File: config.mk
export PLATFORM = sky130hd
export DESIGN_NAME = load_store_unit
export DESIGN_NICKNAME = d
export VERILOG_FILES = /design/src/rtl/load_store_unit.sv
export SDC_FILE = /design/constraint.sdc
export NUM_CORES = 1
export LEC_CHECK = 0
export ABC_AREA = 1
export CORE_AREA = 2 2 98 123
export CTS_BUF_LIST = sky130_fd_sc_hd__clkbuf_8
export DETAILED_ROUTE_END_ITERATION = 10
export DIE_AREA = 0 0 100 125
export GPL_TIMING_DRIVEN = 0
export PLACE_DENSITY = 0.75
export SLEW_MARGIN = 5
export SYNTH_ARGS = -nofsm -noshare
export SYNTH_HDL_FRONTEND = slang
export SYNTH_SLANG_ARGS = --single-unit
File: constraint.sdc
create_clock -name CLK -period 4.6 [get_ports CLK]
set_input_delay 0.69 -clock CLK [delete_from_list [all_inputs] [get_ports CLK]]
set_output_delay 0.69 -clock CLK [all_outputs]
set_load 0.02 [all_outputs]
File: src/rtl/load_store_unit.sv
// RV32I load/store unit: checks, aligns and issues one request at a time to a
// word-addressed memory with one-cycle read latency; formats load data.
module load_store_unit #(
    parameter int unsigned DATA_WIDTH = 32,
    parameter int unsigned ADDR_WIDTH = 10
) (
    input  logic                  CLK,
    input  logic                  RST,
    input  logic                  req_valid,
    output logic                  req_ready,
    input  logic                  req_we,
    input  logic [2:0]            req_funct3,
    input  logic [31:0]           req_addr,
    input  logic [DATA_WIDTH-1:0] req_wdata,
    output logic                  rsp_valid,
    output logic                  rsp_err,
    output logic [DATA_WIDTH-1:0] rsp_rdata,
    output logic                  mem_en,
    output logic [ADDR_WIDTH-1:0] mem_addr,
    output logic [DATA_WIDTH-1:0] mem_wdata,
    output logic [3:0]            mem_wen,
    input  logic [DATA_WIDTH-1:0] mem_rdata,
    input  logic                  mem_rvld
);

    localparam int unsigned WORD_W = 32;
    localparam int unsigned HI_LSB = ADDR_WIDTH + 2;

    typedef enum logic [1:0] {
        IDLE  = 2'd0,
        ISSUE = 2'd1,
        WAIT  = 2'd2,
        RESP  = 2'd3
    } state_t;

    state_t      state;
    logic        we_q;
    logic [2:0]  funct3_q;
    logic [1:0]  lane_q;

    logic              req_err_c;
    logic [3:0]        wen_c;
    logic [WORD_W-1:0] wdata_w_c;
    logic [WORD_W-1:0] wdata_rep_c;
    logic [WORD_W-1:0] rdata_w_c;
    logic [7:0]        byte_c;
    logic [15:0]       half_c;
    logic [WORD_W-1:0] ld_fmt_c;

    // Request checks: illegal funct3, misalignment, address beyond memory
    always_comb begin
        req_err_c = 1'b0;
        if (req_we) begin
            if (req_funct3[2] || (req_funct3[1:0] == 2'd3)) req_err_c = 1'b1;
        end else begin
            if ((req_funct3 == 3'd3) || (req_funct3[2:1] == 2'b11)) req_err_c = 1'b1;
        end
        if ((req_funct3[1:0] == 2'd1) && req_addr[0]) req_err_c = 1'b1;
        if ((req_funct3[1:0] == 2'd2) && (req_addr[1:0] != 2'd0)) req_err_c = 1'b1;
        if ((req_addr >> HI_LSB) != 32'd0) req_err_c = 1'b1;
    end

    // Store strobes and lane-replicated write data
    always_comb begin
        wdata_w_c = WORD_W'(req_wdata);
        case (req_funct3[1:0])
            2'd0: begin
                wen_c       = 4'b0001 << req_addr[1:0];
                wdata_rep_c = {4{wdata_w_c[7:0]}};
            end
            2'd1: begin
                wen_c       = req_addr[1] ? 4'b1100 : 4'b0011;
                wdata_rep_c = {2{wdata_w_c[15:0]}};
            end
            default: begin
                wen_c       = 4'b1111;
                wdata_rep_c = wdata_w_c;
            end
        endcase
    end

    // Load lane selection and sign/zero extension
    always_comb begin
        rdata_w_c = WORD_W'(mem_rdata);
        byte_c    = rdata_w_c[{lane_q, 3'b000} +: 8];
        half_c    = lane_q[1] ? rdata_w_c[31:16] : rdata_w_c[15:0];
        case (funct3_q)
            3'd0:    ld_fmt_c = {{24{byte_c[7]}}, byte_c};
            3'd1:    ld_fmt_c = {{16{half_c[15]}}, half_c};
            3'd4:    ld_fmt_c = {24'd0, byte_c};
            3'd5:    ld_fmt_c = {16'd0, half_c};
            default: ld_fmt_c = rdata_w_c;
        endcase
    end

    always_ff @(posedge CLK or posedge RST) begin
        if (RST) begin
            state     <= IDLE;
            req_ready <= 1'b1;
            rsp_valid <= 1'b0;
            rsp_err   <= 1'b0;
            rsp_rdata <= '0;
            mem_en    <= 1'b0;
            mem_addr  <= '0;
            mem_wdata <= '0;
            mem_wen   <= 4'd0;
            we_q      <= 1'b0;
            funct3_q  <= 3'd0;
            lane_q    <= 2'd0;
        end else begin
            rsp_valid <= 1'b0;
            rsp_err   <= 1'b0;
            rsp_rdata <= '0;
            mem_en    <= 1'b0;
            mem_wen   <= 4'd0;
            case (state)
                IDLE: begin
                    if (req_valid) begin
                        req_ready <= 1'b0;
                        we_q      <= req_we;
                        funct3_q  <= req_funct3;
                        lane_q    <= req_addr[1:0];
                        if (req_err_c) begin
                            rsp_valid <= 1'b1;
                            rsp_err   <= 1'b1;
                            state     <= RESP;
                        end else begin
                            mem_en    <= 1'b1;
                            mem_addr  <= req_addr[ADDR_WIDTH+1:2];
                            mem_wen   <= req_we ? wen_c : 4'd0;
                            mem_wdata <= req_we ? DATA_WIDTH'(wdata_rep_c) : '0;
                            rsp_valid <= req_we;
                            state     <= ISSUE;
                        end
                    end
                end
                ISSUE: begin
                    if (we_q) begin
                        req_ready <= 1'b1;
                        state     <= IDLE;
                    end else begin
                        state     <= WAIT;
                    end
                end
                WAIT: begin
                    if (mem_rvld) begin
                        rsp_valid <= 1'b1;
                        rsp_rdata <= DATA_WIDTH'(ld_fmt_c);
                        state     <= RESP;
                    end
                end
                RESP: begin
                    req_ready <= 1'b1;
                    state     <= IDLE;
                end
                default: begin
                    req_ready <= 1'b1;
                    state     <= IDLE;
                end
            endcase
        end
    end

endmodule
**Word-level counts from Yosys, hierarchy flattened**

Cells that the tools add are included.

- Bits in registers: 90
- Output and inout bits: 82
- Bits of input ports: 104
- Logic and storage cells: 79

- Equality and inequality tests: 14
- Shift operators: 2
- Bitwise logic cells: 1
- Multiplexer cells: 36
- Reductions and logical operators: 14

Operators by type and width:

| operator | number |
|---|---|
| $pmux W32 S4 | 1 |
| $mux W32 | 3 |
| $pmux W32 S2 | 1 |
| $reduce_bool A32 Y1 | 1 |
| $shiftx A32 B6 Y8 | 1 |
| $mux W4 | 5 |
| $mux W1 | 17 |
| $mux W16 | 1 |
| $eq A2 B2 Y1 const B | 5 |
| $mux W2 | 4 |
| $pmux W2 S4 | 1 |
| $pmux W4 S2 | 1 |
| $eq A3 B3 Y1 const B | 2 |
| $ne A2 B2 Y1 const B | 3 |
| $reduce_and A3 Y1 | 2 |
| $eq A2 B1 Y1 const B | 2 |
| $logic_not A2 Y1 | 2 |
| $reduce_and A2 Y1 | 2 |
| $shl A1 B2 Y4 const A | 1 |
| $eq A3 B1 Y1 const B | 1 |
| $eq A3 B2 Y1 const B | 1 |
| $logic_not A3 Y1 | 1 |
| $pmux W1 S3 | 1 |
| $reduce_bool A3 Y1 | 1 |
| 5 further kinds | 7 |

**Depth between registers and ports, before layout**

Gate-level depths: netlist of the first run.

- Word-level depth: 10
- Mapped depth: 9
- Mapped depth without buffers: 8

**Worst setup path after synthesis of the first run**

No wires, ideal clock.

- Kind: input to register
- Start point: input port req_addr[0]
- End point: register mem_addr[0]
- Arrival time: 1.481 ns
- Stages on the path: 9
- Slack: 3.002 ns
- Data required time: 4.483 ns
- Setup time: 0.117 ns
- Path buffers: 1
- Path through: nor2_1 -> nand2_1 -> nand2_2 -> inv_1 -> nor2_2 -> nand3_2 -> buf_6 -> nand2_1 -> nand2_1

- Longest elaborated chain between the ends: 6
- Elaborated cells on any way between the ends: 8
- Classes of those cells: 3 x mux; 1 x bitwise; 4 x reduce/logical

RTL lines:

| element | RTL line | source |
|---|---|---|
| start, declared | 13 | `input logic [31:0] req_addr,` |
| $logic_and A1 B1 Y1 / $reduce_bool A2 Y1 (equally long branches) | 58, 59 |  |
| $mux W1 / $logic_and A1 B1 Y1 (equally long branches) | 58, 59 |  |
| $mux W1 (*) | 59 | `if ((req_funct3[1:0] == 2'd2) && (req_addr[1:0] != 2'd0)) req_err_c = 1'b1;` |
| $mux W1 (*) | 60 | `if ((req_addr >> HI_LSB) != 32'd0) req_err_c = 1'b1;` |
| $not A1 Y1 (no source line) (*) | n/a |  |
| $reduce_and A3 Y1 (no source line) (*) | n/a |  |
| end signal, assigned | 129 | `mem_addr <= req_addr[ADDR_WIDTH+1:2];` |
| end, declared | 19 | `output logic [ADDR_WIDTH-1:0] mem_addr,` |

Mark *: on every way between the ends. The rest lies on a longest branch, timed or not.
A chain may end at the register's enable or synchronous reset.

**Worst setup path in the final report of the first run**

- Start point: register req_ready
- End point: output port req_ready

RTL lines:

| element | RTL line | source |
|---|---|---|
| start, declared | 10 | `output logic req_ready,` |
| start signal, assigned | 99 | `req_ready <= 1'b1;` |
| start signal, assigned | 119 | `req_ready <= 1'b0;` |
| start signal, assigned | 139 | `req_ready <= 1'b1;` |

No word-level cell between the ends.

==> results.md, run 1 <==
Clock tree:
- The clock sink total is 90.
- Clock-pin slew was measured on the worst setup and hold paths at 0.08 ns.
- Once the clock tree was built, the setup fixing pass inserted 0 buffers.
- The total of cells resized after clock tree synthesis is 0.
- The root buffer cell is sky130_fd_sc_hd__clkbuf_8.
- In this run the deepest clock path goes through 2 buffers.
- The number of buffers created by CTS is 9.
- The number of hold buffers added after CTS was 0.
- The CTS tree is done.
- The number of levels in the clock H-tree is 3.
- Clock latency on the worst-skew pair, taken at its later pin, is between 0.3 and 0.4 ns.

Synth:
- The count of warnings emitted by yosys is 0.
- After technology mapping, the gate count stands at around 570.
- The share of synthesized area occupied by flip-flops and latches is 0.5072.
- The area of the mapped netlist is 0.004443 sq mm.
- The register bit total from synthesis is 90.
- The top cell type by total area after synthesis is sky130_fd_sc_hd__dfrtp_1.
- For this run, the leading register cell type out of synthesis is sky130_fd_sc_hd__dfrtp_1.
- Yosys mapped a number of flops with a built-in enable equal to 0.
- Of the total synthesized cell area, the portion taken by full adders, half adders and majority gates is 0.
- The area share of and/or/nand/nor cells after synthesis is 0.3219.
- The number of unique standard cell types used by synthesis is 29.
- The number of nets in the synthesized netlist is 670.
- The library cell with the highest instance count after synthesis is sky130_fd_sc_hd__nand2_1.
- After synthesis, the share of flip-flops with an asynchronous set or reset is 1.000.
- Averaged over all synthesized cells, the footprint is about 8 sq um.
- By count the netlist is led by sky130_fd_sc_hd__nand2_1 (159), sky130_fd_sc_hd__nor2_1 (104), sky130_fd_sc_hd__dfrtp_1 (89), sky130_fd_sc_hd__nand3_1 (51), sky130_fd_sc_hd__inv_1 (38).
- After synthesis, the share of cell area in mux cells is 0.004506.
- By area, the combinational part of the netlist is dominated by simple AND/OR/NAND/NOR gates.
- The synthesized-area fraction occupied by xor and xnor cells is 0.
- The fraction of post-synthesis cell area in the top cell type by area is 0.5013.
- Sorting the synthesized cells by area gives the leading types as sky130_fd_sc_hd__dfrtp_1 (50%), sky130_fd_sc_hd__nand2_1 (13%), sky130_fd_sc_hd__nor2_1 (8.8%), sky130_fd_sc_hd__nand3_1 (5.7%), sky130_fd_sc_hd__inv_1 (3.2%).
- The share of the synthesized area in compound gates (AO/OA/AOI/OAI) is 0.08533.

Timing:
- The post-route clock period utilization is 0.4766.
- The worst relative slew slack is 0.6454.
- The accumulated negative setup slack is 0 ns.
- The worst path needs between 2 and 2.5 ns of the cycle, external delays included.
- The final max-slew violation count is 0.
- Setup repair after global routing left no endpoint under its margin.
- The hold violation total from the final report is 0.
- For the pin with the worst max-slew slack, the measured transition is roughly 0.53 ns.
- Setup violations remaining at the end of the flow were counted as 0.
- Based on the critical path, the design can be clocked at up to roughly 460 MHz.
- On the final layout, the worst hold slack is between 0.4 and 0.5 ns.
- The worst clock skew on the final layout is roughly 0.0067 ns.

Setup path:
- The arrival time reported for the critical path endpoint is around 1.5 ns.
- The endpoint identified for the worst register-to-register timing path is mem_addr[4]$_DFFE_PP0P_.
- For the worst setup path, the data required time is slightly below 4 ns.
- The critical register-to-register path startpoint is state[1]$_DFFE_PP0P_.
- The worst register-to-register path has a depth of 7.
- The cell at the slowest stage of the critical path is sky130_fd_sc_hd__clkdlybuf4s50_1.
- STA classifies the critical path startpoint as a flip-flop.
- The critical path buffer and inverter count is 1.
- The critical path endpoint category is an output port.
- The delay of the slowest critical-path stage is roughly 0.60 ns.
- The maximum fanout encountered on the critical timing path is 2.
- Traced cell by cell, the critical path runs through clkdlybuf4s50_1.
- The critical path is of the flip-flop to output port type.
- On the critical path the largest part of the delay comes from buffers and inverters.
- The setup slack on the worst flop-to-flop path is 3.06 ns.

Final layout:
- From synthesis to final layout, the design area changed by 51.90%.
- The filler cells instantiated in the layout total between 1000 and 1500.
- The multi-input logic area is between 0.0015 and 0.002 sq mm.
- In the final layout, the share of cells above drive strength 1 is 0.08203.
- The area taken by flip-flops and latches is roughly 0.0023 sq mm.
- The number of antenna repair diodes is 0.
- The net count of the finished layout is around 870.
- The utilization of the core after routing is 0.5894.
- The number of standard cells in the final layout excluding fillers is between 900 and 1000.

Min path:
- Along the worst hold path, the cell count comes to 2.
- The worst hold path startpoint is mem_addr[6]$_DFFE_PP0P_.
- In this run the worst hold path is classified as flip-flop to flip-flop.
- For hold timing, the worst endpoint is mem_addr[6]$_DFFE_PP0P_.

Power:
- Summed over all nets, the switching power comes to 982.0 uW.
- The maximum resistive drop on vdd is 0.1986 mV.
- The combinational power share is 0.386.
- The share of total power dissipated in sequential elements is 0.366.
- The power density of the placed cells is slightly above 400 mW/mm^2.
- Of the total power, the share spent switching nets is 0.3601.
- The cell leakage power is around 3.4 nW.
- The internal power summed over all cells is ~1.7 mW.
- The share of total power dissipated in the clock network is 0.248.

Routing:
- The detailed router finished its first iteration with between 200 and 250 violations.
- The wire length after detailed routing is 13870 um.
- The routed length per instance is between 15 and 20 um.
- The number of nets with antenna violations after detailed routing is 0.
- Using the TritonRoute via totals, the vias-per-cell ratio works out to around 5.
- The post-route DRC violation count is 0.
- For this run, the detailed router's first-pass iteration total came to 4.
- The number of vias after detailed routing is 4583.

Floorplanning:
- The floorplan step set the die width to 100 um.
- The total die area is around 0.013 sq mm.
- The placeable core region is 0.01145 sq mm.
- Measured along the y axis, the die boundary spans roughly 130 um.
- The starting utilization of the core area is 0.3880.
- The total number of placement rows is between 40 and 50.
- The top-level port count is approximately 190.

Place:
- Routability-driven placement finished with a final weighted congestion of approximately 0.93.
- The number of instances in the placed design is 890.
- Detailed placement ended at an HPWL of about 11000 um.
- The number of input and output port buffers inserted is 185.

Global route:
- The remaining global-route overflow is 0.
- The busiest metal layer after global routing is met2.
- The number of antenna violations at the first check in global routing came to 0.
- The overall fraction of global-route tracks in use is 0.2284.
- The first global-routing pass estimated approximately 22000 um of wire.
- The via count of the first global-routing pass is approximately 4600.
- The met1 global-route usage is 0.2725.
- The largest net degree at the start of global routing is 53.
- The met2 global-route usage is 0.3947.
- The global-route track usage on met3 is 0.04807.

Status:
- The run finished with clean final reports.

Run:
- The number of max-cap violations is 0.
## area by class of cell
cell class / instances / share of cell area
plain buffers: 25 / 0.02892
clock buffers: 11 / 0.02243
well taps: 138 / 0.02558
inverters: 44 / 0.02484
clock inverters: 5 / 0.01483
repair buffers: 186 / 0.2785
multi-input cells: 407 / 0.2710
flip-flops and latches: 90 / 0.3339
## cells by family (layout without fill, tap and decap cells)
group                  Yosys count  in the layout
and+or+nand+nor                341            341
AOI/OAI and AO/OA               64             64
DFF                             90             90
muxes                            2              2
buffers and inverters           69            271
## worst max-delay path by stage
stage                               start                         to  cells past startpoint
finish              req_ready$_DFFE_PP1P_                  req_ready                      1
global route        req_ready$_DFFE_PP1P_                  req_ready                      1
CTS                 req_ready$_DFFE_PP1P_                  req_ready                      1
detailed placement          req_funct3[0]  mem_wdata[30]$_DFFE_PP0P_                      7
global placement                      RST    mem_addr[9]$_DFFE_PP0P_                      2
floorplan                             RST    funct3_q[0]$_DFFE_PP0P_                      1
## flip-flops by register name, indices dropped and copies added (netlist names)
register	count
mem_en	1
req_ready	1
mem_wen	4
rsp_rdata	32
we_q	1
state	2
mem_wdata	32
rsp_err	1
lane_q	2
rsp_valid	1
mem_addr	10
funct3_q	3
## per-layer routing
metal / share of wire / vias up
met5: 0 / -
met4: 0.031 / 0
met2: 0.50 / 244
li1: - / 2187
met1: 0.38 / 2119
met3: 0.084 / 33
## layout by cell type (no fill, tap or decap), drive strengths merged
cell,Yosys,routed
a21oi,13,13
dfrtp,89,89
inv,42,42
and2,1,1
clkbuf,5,16
nand4,1,1
o21ai,27,27
clkdlybuf4s50,0,185
buf,20,21
nand2,162,162
bufinv,0,3
nor3,6,6
dfstp,1,1
o21a,6,6
nor2,117,117
a211oi,7,7
o31ai,1,1
clkinv,2,4
mux2i,2,2
nand3,54,54
o211ai,9,9
o22ai,1,1
## power groups by stage
stage                     Combinational (mW)  Sequential (mW)  Clock [mW]
after global routing                    1.15             1.01       0.724
after global placement                  1.02             1.01           0
final                                   1.05            0.997       0.676
after detailed placement                1.05             1.01           0
after floorplan                        0.466             1.13           0
after CTS                               1.05            0.997       0.688
## through the flow
step                      instance area, sq um  setup slack [ns]  power [mW]
final                                     6749             2.408       2.727
after global routing                      6749             2.354       2.880
after CTS                                 6749             2.377       2.735
after detailed placement                  6497             2.174       2.060
after global placement                    6467            0.3009       2.021
after floorplan                           4443             1.576       1.598
(Power assumes the default switching activity.)
==> run 2, diff against run 1 <==
Clock period 4.6 ns to 2.2 ns, I/O delays scaled along.
==> results.md, run 2 (same netlist as run 1, synthesis figures left out) <==
Setup path:
- On the critical path the largest part of the delay comes from buffers and inverters.
- The delay of the slowest critical-path stage is 0.60 ns (about the same).
- Walking the worst path, the cells encountered are clkdlybuf4s50_1.
- STA classifies the critical path startpoint as a flip-flop.
- The critical path buffer and inverter count is 1 (unchanged).
- The maximum fanout encountered on the critical timing path is 2 (unchanged).
- The arrival time reported for the critical path endpoint was 1.50 ns (about the same).
- The cell at the slowest stage of the critical path is sky130_fd_sc_hd__clkdlybuf4s50_1.
- The required time at the endpoint of the critical path is 1.87 ns (-2.04 ns).
- The critical path endpoint category is an output port.
- The worst setup path category is flip-flop to output port.

Final layout:
- The utilization of the core after routing is 0.5883 (-0.001092).
- The number of inserted filler cells in the final layout came to 1049 (+2.6%).
- The top cell types in the final layout, fill and taps aside, are sky130_fd_sc_hd__clkdlybuf4s50_1 (185), sky130_fd_sc_hd__nand2_1 (159), sky130_fd_sc_hd__nor2_1 (104).
- The proportion of layout cells with a drive suffix above 1 is 0.08322 (+0.001194).
- The most common cell after layout, fill and taps aside is sky130_fd_sc_hd__clkdlybuf4s50_1.
- The number of antenna repair diodes is 0 (unchanged).
- The area taken by flip-flops and latches is 0.002253 sq mm (unchanged).
- The multi-input logic area is 0.001829 sq mm (unchanged).
- The growth of design area from synthesis to finish is 51.62%.
- The largest registers in the layout are mem_wdata (32), rsp_rdata (32), mem_addr (10).
- The number of nets at the end of the flow is 868 (+0.12%).
- The design area is 0.006736 sq mm (-0.19%).

Run:
- The number of max-cap violations was 0 (unchanged).

Routing:
- The number of nets with antenna violations after detailed routing is 0 (unchanged).
- The routed length per instance is 15.42 um (+0.73%).
- The post-route DRC violation count came to 0 (unchanged).
- The wire length after detailed routing came to 13980 um (+0.84%).
- The total iterations of the first detailed-routing run was 5 (+1).
- The initial detailed-routing violation count is 209 (-3.2%).
- The number of vias after detailed routing is 4544 (-0.85%).
- The number of vias per cell after detailed routing is 5.010 (-0.96%).

Global route:
- The overall fraction of global-route tracks in use came to 0.2277 (-0.0007080).
- The first-pass GRT wire length is 22570 um (+0.33%).
- After global routing, the most crowded layer is met2.
- The met2 global-route usage came to 0.3998 (+0.005167).
- The via count of the first global-routing pass is 4558 (-1.5%).
- The global-route track usage on met3 came to 0.05702 (+0.008944).
- The number of antenna violations at the first check in global routing is 0 (unchanged).
- The met1 global-route usage is 0.2651 (-0.007408).
- The remaining global-route overflow is 0 (unchanged).
- The largest net degree at the start of global routing is 37 (-30%).

Place:
- The final weighted congestion of routability-driven global placement is 0.8596 (-7.4%).
- The detailed placement HPWL is 11130 um (+1.9%).
- The number of input and output port buffers inserted is 185 (unchanged).
- The total cell area at the placement stage is 0.006519 sq mm (+0.33%).

Power:
- The sequential group share of total power was 0.377 (+0.011).
- The combinational power share is 0.398 (+0.012).
- The switching power as a share of total power is 0.3720 (+0.01189).
- The maximum resistive drop on vdd is 0.3915 mV (+97%).
- The internal power summed over all cells was 3.475 mW (+99%).
- The reported net switching power was 2.059 mW (+110%).
- The power density of the placed cells is 821.6 mW/mm^2 (+100%).
- The cell leakage power is 3.337 nW (-0.57%).
- The share of power burned in the clock network was 0.224 (-0.024).

Clock tree:
- In this run the clock root is driven by a sky130_fd_sc_hd__clkbuf_8.
- The CTS tree is done.
- The count of hold-fix buffers inserted at cts is 0 (unchanged).
- The total of cells resized after clock tree synthesis came to 0 (unchanged).
- The clock sink total is 90 (unchanged).
- The number of buffers inserted to repair setup after CTS came to 0 (unchanged).
- The clock-pin slew reported for the worst setup and hold paths after clock tree synthesis came to 0.09 ns (about the same).
- The number of buffers on the longest clock path is 2 (unchanged).
- The number of buffers created by CTS came to 9 (unchanged).
- The number of levels in the clock H-tree is 3 (unchanged).
- The clock insertion delay at the later pin of the skew report is 0.36 ns (about the same).

Floorplanning:
- The starting utilization of the core area was 0.3880 (unchanged).
- The top-level port count was 186 (unchanged).
- The total number of placement rows is 44 (unchanged).
- The total die area is 0.01250 sq mm (unchanged).
- The die span in y is 125 um (unchanged).
- The placeable core region is 0.01145 sq mm (unchanged).
- The die width is 100 um (unchanged).

Timing:
- Setup repair after global routing left no endpoint under its margin.
- The worst-case hold slack is 0.4138 ns (-0.06183 ns).
- The worst relative slew slack was 0.5391 (-0.1063).
- The hold violation total from the final report is 0 (unchanged).
- The final max-slew violation count is 0 (unchanged).
- The count of endpoints failing setup in the final report is 0 (unchanged).
- The slew at the pin closest to its max-slew limit is 0.6899 ns (+0.1579 ns).
- Of the available clock period, the critical path in the final layout requires 0.8303.
- The accumulated negative setup slack is 0 ns (unchanged).
- Subtracting the final worst setup slack from the clock period gives ~1.8 ns.
- The worst clock skew on the final layout is 0.008729 ns (+0.002045 ns).
- For this run, the top clock speed supported by timing is between 500 and 600 MHz.

Min path:
- The worst hold-check path type is input port to async pin.

Status:
- The run finished with clean final reports.
==> run 2: worst paths after layout <==
path | slack (ns) | depth (start not counted) | start | end
setup / recovery | 0.37 | 1 | req_ready$_DFFE_PP1P_ | req_ready
hold / removal | 0.41 | 2 | RST | rsp_rdata[30]$_DFF_PP0_
setup reg to reg | 0.64 | 8 | lane_q[1]$_DFFE_PP0P_ | rsp_rdata[12]$_DFF_PP0_
hold reg to reg | 0.48 | 2 | req_ready$_DFFE_PP1P_ | req_ready$_DFFE_PP1P_
max in group asynchronous | 1.00 | 4 | RST | mem_addr[1]$_DFFE_PP0P_
min in group CLK | 0.48 | 2 | req_ready$_DFFE_PP1P_ | req_ready$_DFFE_PP1P_
==> run 2: power by group through the flow <==
stage,clock network (mW),logic [mW],registers [mW]
after global placement,0,2.12,2.10
after detailed placement,0,2.19,2.12
after floorplan,0,0.975,2.37
after global routing,1.35,2.40,2.11
after CTS,1.28,2.21,2.09
final,1.24,2.21,2.09
==> run 2: cell type report <==
type                            instances  share of cell area
Clock buffer                            9             0.01839
Tap cell                              138             0.02563
Clock inverter                          7             0.01393
Multi-Input combinational cell        407              0.2715
Timing Repair Buffer                  187              0.2819
Sequential cell                        90              0.3345
Inverter                               44             0.02507
Buffer                                 25             0.02897
==> run 2: stage by stage <==
step	cells	setup slack, ns	power [mW]
after global routing	907	0.3139	5.861
after CTS	907	0.3457	5.570
after floorplan	566	0.8211	3.341
final	907	0.3734	5.535
after global placement	889	-0.09305	4.227
after detailed placement	891	0.08780	4.315
==> run 2: per-layer routing <==
layer | share of wire | wire length, um
met1 | 0.38 | 5357
met2 | 0.51 | 7082
met3 | 0.081 | 1139
met4 | 0.029 | 404
met5 | 0 | 0
==> edit 1: new RTL, settings of run 2 <==
Make the reset (`RST`) synchronous in one clocked block.
--- a/src/rtl/load_store_unit.sv
+++ b/src/rtl/load_store_unit.sv
@@ -93,7 +93,7 @@
         endcase
     end
 
-    always_ff @(posedge CLK or posedge RST) begin
+    always_ff @(posedge CLK) begin
         if (RST) begin
             state     <= IDLE;
             req_ready <= 1'b1;
Behaviour: differs if RST is asserted again (counterexample within 4 cycles, from zero or initial values and one cycle with RST high); with RST held inactive, the same outputs for 10 cycles.
==> edit 1 against run 2 <==
  * Via count rose by 6.4%
  * Global-route usage fell by 0.11 points
  * Utilization fell by 1.7 points
  * Worst hold slack got worse by 130 ps
  * Sequential cell count did not move
  * Sequential share of layout area fell by 5.9 points
  * Setup slack improved by 130 ps
  * Clock skew barely moved
  * Routed wire length barely moved
  * Design area fell by 2.8%
  * Synthesized area fell by 2.1%
  * Critical path type is now in2reg
Power is not compared: it rests on default switching activity, and its combinational part moved more than twofold at a synthesized area within 25%.
==> edit 1: results <==
status:
  status: "complete, no violations"
logic_synthesis:
  async_flop_share: 0
  synth_cell_types: 28
  synthTopCellsByArea: "dfxtp_1 (41%), nand2_1 (12%), nor2_1 (12%)"
  synthTopCellsByCount: "nand2_1 (139), nor2_1 (139), dfxtp_1 (90)"
  synth_nets: 767
  syn_inst: 663
  synth-main-ff-cell: "dfxtp_1"
  synth_seq_area_share: 0.414
power_and_ir_drop:
  leakage_nw: 2.85
  ir_drop_mv: 0.279
setup_path:
  crit_family: "simple AND/OR/NAND/NOR gates"
  cp_slowest_cell: "clkdlybuf4s50_1"
  critPathMaxStageDelay_ps: 510
  crit_arrival_ps: 1960
  critPathMaxFanout: 10
routing:
  vias: 4834
  wl_um: 14000
  firstDrtPassIters: 5
  viasPerCell: 4.83
  drtIter0Drc: 173
placement:
  port-buffer-count: 184
  place_inst: 985
  place_hpwl_um: 10900
  gp_congestion: 0.893
clock_tree:
  cts_setup_buffers: 0
  htree_levels: 3
  cts_hold_repair.buffers: 0
  ctsRootBufferMaster: "clkbuf_8"
  cts_resized: 0
global_route:
  grt_use_met3: 0.0565
  grt_pass1_wl_um: 22500
  grt_max_degree: 16
  grt_pass1_vias: 4586
  grt_util_met2: 0.391
  use_met1: 0.257
  grtUsageTotal: 0.227
timing:
  skew_ps: 8.59
  maxSlewHeadroom: 0.566
  setup_viol: 0
min_path:
  hold_path_class: "in2reg"
finish:
  drive_gt1_frac: 0.0742
  finalNetCount: 962
  nFillCells: 1130
## edit 1: cell types whose count changed in the layout (fill, tap and decap cells not counted), sizes merged, moves of 7 or more
cell          run 2  this run
or2               0        10
a21oi            13        44
dfxtp             0        90
inv              41        67
nand2           162       141
o21ai            27        39
dfrtp            89         0
a31oi             0         7
nor3              6        16
nor2            117       147
## edit 1: worst paths after layout
check / start / endpoint / slack (ps) / cells after the start
hold reg to reg: mem_wdata[5] / mem_wdata[5] / 460 / 2
setup / recovery: req_funct3[0] / mem_wdata[10] / 500 / 8
hold / removal: RST / we_q / 290 / 2
setup reg to reg: state[0] / mem_wdata[10] / 620 / 7
## edit 1: logic make-up after synthesis
kind of cell / count (synthesis) / share of synthesized area
AO/OA/AOI/OAI: 102 / 0.127
buffers and inverters: 103 / 0.101
flip-flops: 90 / 0.414
AND/OR/NAND/NOR: 368 / 0.358
## edit 1: per-layer routing
layer / part of all wire / vias to the layer above
met5: 0 / -
met4: 0.030 / 0
met3: 0.086 / 29
met2: 0.50 / 197
met1: 0.39 / 2123
li1: - / 2485
## edit 1: cell type report
class                           instances  share of cell area
Clock buffer                           10              0.0210
Clock inverter                          6             0.00650
Timing Repair Buffer                  184               0.281
Tap cell                              138              0.0264
Multi-Input combinational cell        470               0.322
Inverter                               68              0.0390
Buffer                                 35              0.0285
Sequential cell                        90               0.275
## edit 1: power by group
part	switching (W)	internal (W)	total, W	leakage (nW)
Combinational	0.000486	0.000384	0.000870	2.03
Sequential	0.0000281	0.00168	0.00170	0.728
Clock	0.000612	0.000441	0.00105	0.0882
Total	0.00113	0.00250	0.00363	2.85
## edit 1: stage by stage
stage / utilization / worst slack [ps] / power, W / instance area [um2] / hold slack, ps
2_1_floorplan: - / 925 / 0.00221 / 4350 / 445
3_3_place_gp: 0.556 / 112 / 0.00260 / 6370 / 447
3_5_place_dp: 0.556 / 109 / 0.00260 / 6370 / 454
4_1_cts: 0.572 / 490 / 0.00365 / 6550 / 275
5_1_grt: 0.572 / 401 / 0.00382 / 6550 / 298
6_report: 0.572 / 505 / 0.00363 / 6550 / 286
## edit 1: worst register-to-register path, cell delays in order, from the launching register on
cell,delay (ps)
dfxtp_1,380
nor2_2,140
nand2_2,150
inv_2,180
nand3_2,180
buf_4,230
nor2_1,150
nor2_1,70
==> edit 2: new RTL, flow settings as in run 2 <==
Made on the original files. Set the parameter `DATA_WIDTH` to 16 (it was 32).
--- a/src/rtl/load_store_unit.sv
+++ b/src/rtl/load_store_unit.sv
@@ -1,7 +1,7 @@
 // RV32I load/store unit: checks, aligns and issues one request at a time to a
 // word-addressed memory with one-cycle read latency; formats load data.
 module load_store_unit #(
-    parameter int unsigned DATA_WIDTH = 32,
+    parameter int unsigned DATA_WIDTH = 16,
     parameter int unsigned ADDR_WIDTH = 10
 ) (
     input  logic                  CLK,
Interface: changed (resized mem_rdata, mem_wdata, req_wdata and rsp_rdata); port bits go from 186 to 122. No check against the original RTL was run, so the function may have changed too.
==> edit 2 against run 2 <==
  * Register-to-register slack improved by 20 ps
  * Sequential cell count decreased by 32
  * Synthesized cell count decreased by 40%
  * Worst hold slack got worse by 25 ps
  * Setup slack improved by 22 ps
  * Total power decreased by 41%
  * Synthesized area decreased by 38%
  * Cell count decreased by 32%
  * Via count decreased by 41%
  * Design area decreased by 36%
  * Sequential power decreased by 37%
  * Routed wire length decreased by 42%
  * Combinational power decreased by 48%
  * Utilization decreased by 21 points
==> edit 2: results <==
clock_tree:
  cts_resized: 0
  cts_buffers: 9
  clk_latency_ps: 340
  cts_setup_buffers: 0
  path_clk_slew_ps: 60
  clk_path_buf_depth: 2
  ctsRootBufferMaster: "clkbuf_8"
  htree_levels: 3
power_and_ir_drop:
  ir_drop_mv: 0.267
  leakage_nw: 2.12
routing:
  viasPerCell: 4.36
  drtIter0Drc: 83
  wl_um: 8120
  firstDrtPassIters: 4
  wl_per_cell_um: 13.2
setup_path:
  critPathMaxFanout: 2
  cp_slowest_cell: "clkdlybuf4s50_1"
  crit_arrival_ps: 1470
  critPathMaxStageDelay_ps: 600
  crit_family: "buffers and inverters"
logic_synthesis:
  synthTopCellsByArea: "dfrtp_1 (52%), nand2_1 (15%), nand3_1 (6.6%)"
  syn_inst: 338
  synth_seq_area_share: 0.530
  synth_cell_types: 22
  synthTopCellsByCount: "nand2_1 (112), dfrtp_1 (57), nand3_1 (36)"
  ys_warn_count: 0
  synth_nets: 410
  synth-main-ff-cell: "dfrtp_1"
  async_flop_share: 1.00
global_route:
  antenna_found_initial: 0
  grtUsageTotal: 0.138
  grt_pass1_vias: 2741
  grt_max_degree: 32
  grt_pass1_wl_um: 13300
finish:
  finalNetCount: 543
  diodes: 0
  drive_gt1_frac: 0.0798
  reg.largest.list: "mem_wdata (16), rsp_rdata (16), mem_addr (10)"
placement:
  place_inst: 598
  place_hpwl_um: 6290
  gp_congestion: 0.848
  port-buffer-count: 121
min_path:
  hold_path_class: "in2async"
status:
  status: "complete, no violations"
timing:
  skew_ps: 6.63
  maxSlewHeadroom: 0.584
flow_run:
  max_cap_viol_count: 0
## edit 2: changes by cell type in the layout (fill, tap and decap cells not counted), sizes merged, moves of 5 or more
| cell | run 2 | this run |
|---|---|---|
| dfrtp | 89 | 57 |
| a211oi | 7 | 0 |
| nand3 | 54 | 38 |
| nand2 | 162 | 114 |
| clkdlybuf4s50 | 185 | 121 |
| nor2 | 117 | 35 |
| nor3 | 6 | 1 |
| o211ai | 9 | 0 |
| a21oi | 13 | 20 |
| inv | 41 | 36 |
| buf | 22 | 10 |
| o21a | 6 | 0 |
## edit 2: logic make-up after synthesis
logic type,count (synthesis),share of synthesized area
compound gates,44,0.0812
flops,58,0.530
simple gates,189,0.309
buf+inv,47,0.0803
## edit 2: final cells by class
cell class                      instances  area, um2
Tap cell                              138        173
Buffer                                 13       91.3
Multi-Input combinational cell        233       1070
Timing Repair Buffer                  122       1230
Clock inverter                          7       31.3
Clock buffer                            9        124
Inverter                               34        129
Sequential cell                        58       1450
Fill cell                            1207       7150
## edit 2: path summary, 6_finish.rpt
check	start	end	slack [ps]	depth (start not counted)
min in group CLK	mem_wdata[14]	mem_wdata[14]	470	2
hold reg to reg	mem_wdata[14]	mem_wdata[14]	470	2
hold / removal	RST	mem_addr[4]	390	2
max in group asynchronous	RST	req_ready	1160	3
setup reg to reg	state[1]	mem_wdata[13]	660	6
setup / recovery	req_ready	req_ready	400	1
## edit 2: layer usage
metal | GRT usage | routed length (um)
met5 | 0 | 0
met4 | 0.0637 | 210
met3 | 0.0442 | 533
met2 | 0.233 | 4030
met1 | 0.158 | 3350
## edit 2: power by group
| group | internal, W | total [W] | switching (W) |
|---|---|---|---|
| Sequential | 0.00123 | 0.00131 | 0.0000736 |
| Combinational | 0.000475 | 0.00114 | 0.000660 |
| Clock | 0.000387 | 0.000798 | 0.000410 |
## edit 2: through the flow
step	area (um2)	worst slack, ps	total power [W]
global route	4300	343	0.00349
detailed placement	4150	99.6	0.00246
global placement	4130	-569	0.00243
floorplan	2740	444	0.00199
CTS	4300	379	0.00328
finish	4300	396	0.00324
## edit 2: worst register-to-register path, stage by stage (launching register included)
cell and delay (ps):
dfrtp_1 420, nor2_1 150, nand2_1 160, nor2_4 250, buf_2 300, nand3_1 120
nand2_1 80
